$ cat src/rtl/operand_bus_selector_if.sv
// operand_bus_selector_if: operand sources, immediate-load controls and the B_bus
// valid/ready handshake shared between the selector and its driver/consumer.
interface operand_bus_selector_if #(
    parameter int DATA_W = 8,
    parameter int EXT_W  = 6
);
    logic [DATA_W-1:0] B_reg;
    logic [EXT_W-1:0]  ext_input;
    logic              ext_signed;
    logic [DATA_W-1:0] imm_data;
    logic              imm_load;
    logic [1:0]        B_sel;
    logic              in_valid;
    logic              in_ready;
    logic [DATA_W-1:0] B_bus;
    logic              out_valid;
    logic              out_ready;

    modport master (
        output B_reg, ext_input, ext_signed, imm_data, imm_load, B_sel, in_valid, out_ready,
        input  in_ready, B_bus, out_valid
    );

    modport slave (
        input  B_reg, ext_input, ext_signed, imm_data, imm_load, B_sel, in_valid, out_ready,
        output in_ready, B_bus, out_valid
    );
endinterface

$ cat src/rtl/operand_bus_selector.sv
// operand_bus_selector: registered ALU B-operand mux with a one-entry valid/ready output stage.
// Define EXT_SYNC_EN to pass ext_input through a 2-flop synchroniser before extension.
module operand_bus_selector #(
    parameter int DATA_W = 8,
    parameter int EXT_W  = 6
) (
    input  logic                  clk,
    input  logic                  rst_n,
    operand_bus_selector_if.slave bus
);
    typedef enum logic {EMPTY = 1'b0, FULL = 1'b1} state_t;

    state_t            r_state;
    state_t            w_state_next;
    logic [DATA_W-1:0] r_bus;
    logic [DATA_W-1:0] w_bus_next;
    logic [DATA_W-1:0] r_imm;
    logic [DATA_W-1:0] w_sel_value;
    logic [DATA_W-1:0] w_ext;
    logic [EXT_W-1:0]  w_ext_src;
    logic              w_in_ready;
    logic              w_accept;

    generate
        if (EXT_W < 1 || EXT_W > DATA_W) begin : g_bad_ext_w
            $error("operand_bus_selector: EXT_W must satisfy 1 <= EXT_W <= DATA_W");
        end
    endgenerate

`ifdef EXT_SYNC_EN
    logic [EXT_W-1:0] r_sync1;
    logic [EXT_W-1:0] r_sync2;

    always_ff @(posedge clk or negedge rst_n) begin
        if (!rst_n) begin
            r_sync1 <= '0;
            r_sync2 <= '0;
        end else begin
            r_sync1 <= bus.ext_input;
            r_sync2 <= r_sync1;
        end
    end

    assign w_ext_src = r_sync2;
`else
    assign w_ext_src = bus.ext_input;
`endif

    // A zero-width replication is illegal, so the full-width case is a plain pass-through.
    generate
        if (EXT_W >= DATA_W) begin : g_ext_pass
            assign w_ext = w_ext_src;
        end else begin : g_ext_widen
            assign w_ext = bus.ext_signed
                         ? {{(DATA_W-EXT_W){w_ext_src[EXT_W-1]}}, w_ext_src}
                         : {{(DATA_W-EXT_W){1'b0}}, w_ext_src};
        end
    endgenerate

    always_comb begin
        w_sel_value = r_bus;
        case (bus.B_sel)
            2'b00:   w_sel_value = bus.B_reg;
            2'b01:   w_sel_value = w_ext;
            2'b10:   w_sel_value = r_imm;
            default: w_sel_value = r_bus;
        endcase
    end

    assign w_in_ready = (r_state == EMPTY) || bus.out_ready;
    assign w_accept   = bus.in_valid && w_in_ready;

    // B_bus keeps its value on drain so that sel=11 can re-issue it later.
    always_comb begin
        w_state_next = r_state;
        w_bus_next   = r_bus;
        if (w_accept) begin
            w_state_next = FULL;
            w_bus_next   = w_sel_value;
        end else if (bus.out_ready) begin
            w_state_next = EMPTY;
        end
    end

    always_ff @(posedge clk or negedge rst_n) begin
        if (!rst_n) begin
            r_state <= EMPTY;
            r_bus   <= '0;
        end else begin
            r_state <= w_state_next;
            r_bus   <= w_bus_next;
        end
    end

    // The immediate register loads regardless of handshake or stall.
    always_ff @(posedge clk or negedge rst_n) begin
        if (!rst_n) begin
            r_imm <= '0;
        end else if (bus.imm_load) begin
            r_imm <= bus.imm_data;
        end
    end

    assign bus.in_ready  = w_in_ready;
    assign bus.out_valid = (r_state == FULL);
    assign bus.B_bus     = r_bus;
endmodule

$ cat src/flat_wrapper.sv
// flat-port wrapper written by rule: the top's interface ports become plain ports
module operand_bus_selector_flat 
#(
    parameter int DATA_W = 8,
    parameter int EXT_W  = 6
)
  (clk, rst_n, bus_B_reg, bus_ext_input, bus_ext_signed, bus_imm_data, bus_imm_load, bus_B_sel, bus_in_valid, bus_out_ready, bus_in_ready, bus_B_bus, bus_out_valid);
  operand_bus_selector_if #(.DATA_W(DATA_W), .EXT_W(EXT_W)) bus_i ();
  input  logic clk;
  input  logic rst_n;
  input wire logic [$bits(bus_i.B_reg)-1:0] bus_B_reg;
  input wire logic [$bits(bus_i.ext_input)-1:0] bus_ext_input;
  input wire logic [$bits(bus_i.ext_signed)-1:0] bus_ext_signed;
  input wire logic [$bits(bus_i.imm_data)-1:0] bus_imm_data;
  input wire logic [$bits(bus_i.imm_load)-1:0] bus_imm_load;
  input wire logic [$bits(bus_i.B_sel)-1:0] bus_B_sel;
  input wire logic [$bits(bus_i.in_valid)-1:0] bus_in_valid;
  input wire logic [$bits(bus_i.out_ready)-1:0] bus_out_ready;
  output wire logic [$bits(bus_i.in_ready)-1:0] bus_in_ready;
  output wire logic [$bits(bus_i.B_bus)-1:0] bus_B_bus;
  output wire logic [$bits(bus_i.out_valid)-1:0] bus_out_valid;
  assign bus_i.B_reg = bus_B_reg;
  assign bus_i.ext_input = bus_ext_input;
  assign bus_i.ext_signed = bus_ext_signed;
  assign bus_i.imm_data = bus_imm_data;
  assign bus_i.imm_load = bus_imm_load;
  assign bus_i.B_sel = bus_B_sel;
  assign bus_i.in_valid = bus_in_valid;
  assign bus_i.out_ready = bus_out_ready;
  assign bus_in_ready = bus_i.in_ready;
  assign bus_B_bus = bus_i.B_bus;
  assign bus_out_valid = bus_i.out_valid;
  operand_bus_selector #(.DATA_W(DATA_W), .EXT_W(EXT_W)) u_core (.clk(clk), .rst_n(rst_n), .bus(bus_i));
endmodule
$ cat config.mk
export PLATFORM = sky130hd
export DESIGN_NAME = operand_bus_selector_flat
export DESIGN_NICKNAME = d
export VERILOG_FILES = /design/src/rtl/operand_bus_selector_if.sv /design/src/rtl/operand_bus_selector.sv /design/src/flat_wrapper.sv
export SDC_FILE = /design/constraint.sdc
export NUM_CORES = 1
export LEC_CHECK = 0
export ABC_AREA = 1
export ABC_CLOCK_PERIOD_IN_PS = 1170
export CORE_MARGIN = 2
export CORE_UTILIZATION = 36
export DETAILED_ROUTE_END_ITERATION = 16
export GPL_TIMING_DRIVEN = 0
export PLACE_DENSITY = 0.71
export SLEW_MARGIN = 15
export SYNTH_ARGS = -nofsm -noshare
export SYNTH_HDL_FRONTEND = slang
export SYNTH_SLANG_ARGS = --single-unit
$ cat constraint.sdc
create_clock -name clk -period 1.17 [get_ports clk]
set_input_delay 0.2925 -clock clk [delete_from_list [all_inputs] [get_ports clk]]
set_output_delay 0.2925 -clock clk [all_outputs]
set_load 0.05 [all_outputs]
==> results of run 1 <==
-- power breakdown --
group          switching, W  leakage, nW  internal (W)
clock              0.000171       0.0150      0.000132
combinational      0.000393        0.487      0.000348
sequential        0.0000557        0.204      0.000672
-- per-layer routing --
metal  share of wire [%]  vias up  wire length [um]  global-route usage (%)
met5                   0        -                 0                       0
met4                   0        0                 0                    3.85
met3                 5.4        0               102                    3.61
met2                  52       22               985                    24.8
met1                  42      351               793                    18.9
li1                    -      427                 -                       -
-- sequential cells by signal, summed over array words and instances, names as in the netlist --
name and count:
u_core.bus.out_valid 1, u_core.bus.B_bus 8, u_core.r_imm 8
-- repair_timing --
action	CTS	global route
gates resized for setup	67	13
cloned	0	2
hold endpoints to repair	0	0
endpoints found under the setup margin	18	18
pin swaps	1	1
setup buffers	3	4
-- critical path, stage by stage, from the launching register on --
cell	delay [ns]
dfrtp_2	0.45
nand2_8	0.07
buf_8	0.13
-- path summary, 6_finish.rpt --
kind / end
max reg2reg: u_core.bus.B_bus[3]$_DFFE_PN0P_
min: u_core.r_imm[7]$_DFFE_PN0P_
min reg2reg: u_core.r_imm[5]$_DFFE_PN0P_
min in group asynchronous: u_core.r_imm[6]$_DFFE_PN0P_
max in group asynchronous: u_core.bus.out_valid$_DFFE_PN0P_
max: bus_in_ready
-- logic make-up after synthesis --
family	after synthesis	synth area share, %
adders and majority gates	3	4.22
buffers and inverters	9	5.77
DFF	17	47.8
muxes	8	10.1
and+or+nand+nor	67	32.1
-- cells in the final DEF (no fill, tap or decap), drive strengths merged --
master and n:
mux2 8, clkbuf 7, dfrtp 17, nand3 9, buf 21, nand2 41, dlygate4sd2 2, ha 3
nor2 17, inv 5, clkdlybuf4s50 25
-- metrics by stage --
step	power (W)	setup TNS [ns]	hold slack, ns
final	0.00177	-0.117	0.393
after global routing	0.00189	-0.267	0.383
after CTS	0.00169	-0.144	0.388
after detailed placement	0.00138	-9.34	0.469
after global placement	0.00137	-8.82	0.465
after floorplan	0.00112	-0.00547	-0.00309
-- area by class of cell --
class	count	area, um^2	area share, %
multi-input cells	78	438	30.1
well taps	30	37.5	2.58
plain buffers	4	36.3	2.50
inverters	5	18.8	1.29
clock buffers	4	26.3	1.81
flip-flops and latches	17	427	29.3
repair buffers	47	470	32.4
==> summary.txt, run 1 <==
STA
  • Worst-Margin Slew: 0.748 ns
  • Final setup vio count: 2
  • Max-slew headroom: 50.0%
  • Fin crit share: 105%
  • Min Clock Period, post-route: 1.23 ns
  • Max Slew Vio Count: 0
  • Final hold vios: 0
  • Unrepaired setup endpoints after global routing: yes
  • FMAX: 813 MHz
  • Clock Skew: 0.00258 ns
  • Worst Setup Slack, final: -0.0604 ns

Finish
  • Area grow syn2layout: 63.4%
  • Diodes inserted: 0
  • Share of cells above drive strength 1: 29.0%
  • Post-Route Utilization: 60.3%
  • Post-route insts no fill: 185
  • Fill count: 212
  • Post-route cell area: 1450 um^2
  • Final net count: 189

Global routing
  • Vias in the first global route: 715
  • Overflow after GRT: 0
  • Largest net degree at the start of global routing: 18
  • Initial antenna violation count: 0
  • Total Routing Usage GR: 14.8%
  • Global-route wire length before repair: 3050 um

Floorplan
  • Initial core utilization: 36.9%
  • Row cnt: 18
  • Die area: 2880 um^2
  • Core area: 2410 um^2
  • Chip Height: 53.7 um
  • Die W: 53.7 um
  • I/O pin cnt: 40

Setup path
  • Critical Path Source: u_core.bus.out_valid$_DFFE_PN0P_
  • R2r worst-path depth: 6
  • CP Launch Type: register
  • Crit path kind: register to output pin
  • Worst R2R Start: u_core.bus.out_valid$_DFFE_PN0P_
  • CP arrival: 0.94 ns
  • Crit. End Element: output pin
  • Reg2reg setup slack: 0.08 ns
  • CP max FO: 2
  • Worst EP required: 0.88 ns

Status
  • Status: finished with violations
  • Violated checks: setup timing

Pwr
  • Maximum VDD drop: 0.731 mV
  • Pwr Density: 1220 nW/um^2
  • Cell leakage power: 0.705 nW

Clock network
  • Max Root-Sink Buffers: 2
  • Clock sink count: 17
  • H-tree level count: 1
  • Cts bufs inserted: 3
  • CTS tree: built
  • Root Driver: clkbuf_4
  • Clock slew at reported path FFs: 0.09 ns
  • Clock Latency Late Sink: 0.28 ns
  • Hold_buf cts: 0

Yosys
  • EDFF count, synth: 0
  • Post-Synthesis Cells: 104
  • Most numerous cell in the Yosys netlist: nand2_1
  • Async SR Flop Fraction: 100%
  • Register area share after synthesis: 47.8%
  • Top cells by area, synth: dfrtp_1 (48%), nand2_1 (16%), mux2_2 (10%)
  • Synth Register Bits: 17
  • Share of Yosys cell area claimed by the top area cell type: 47.8%
  • Area leader, netlist: dfrtp_1
  • Average cell area after synthesis: 8.55 um^2
  • Synth warn: 0
  • Post-synthesis cell type count: 15
  • Most frequent cells after synthesis: nand2_1 (39), dfrtp_1 (17), nor2_1 (14)
  • Synth Flop Type: dfrtp_1
  • Post-Syn Nets: 137
  • Synthesized area: 890 um^2

Detailed routing
  • WL per Instance: 10.2 um
  • Pre-antenna DRT Iters: 5
  • DR vias: 800
  • Detailed Route Iter0 Violations: 4
  • DR DRC count: 0
  • Vias per cell: 4.32
  • Routed WL: 1880 um
  • ANT nets after route: 0

Worst hold path
  • Hold path start: bus_imm_load
  • Hold Crit Class: input port to register
  • Cells on Worst Hold Path: 2

Placed design
  • IO buf count: 38
  • DP Wirelength: 1490 um
  • Placed cells: 172
  • Area after DPL: 1320 um^2
  • Pre-CTS WS: -0.826 ns
  • Final RePlAce weighted congestion: 0.742

Flow run
  • MaxCap Viol Count: 0
No activity file was read; power rests on OpenSTA's default activity.
==> inputs of run 2 (changes only) <==
- HOLD_SLACK_MARGIN: not set -> 0.1
==> results of run 2 <==
The final DEF is identical to that of run 1; final timing and power are the same.
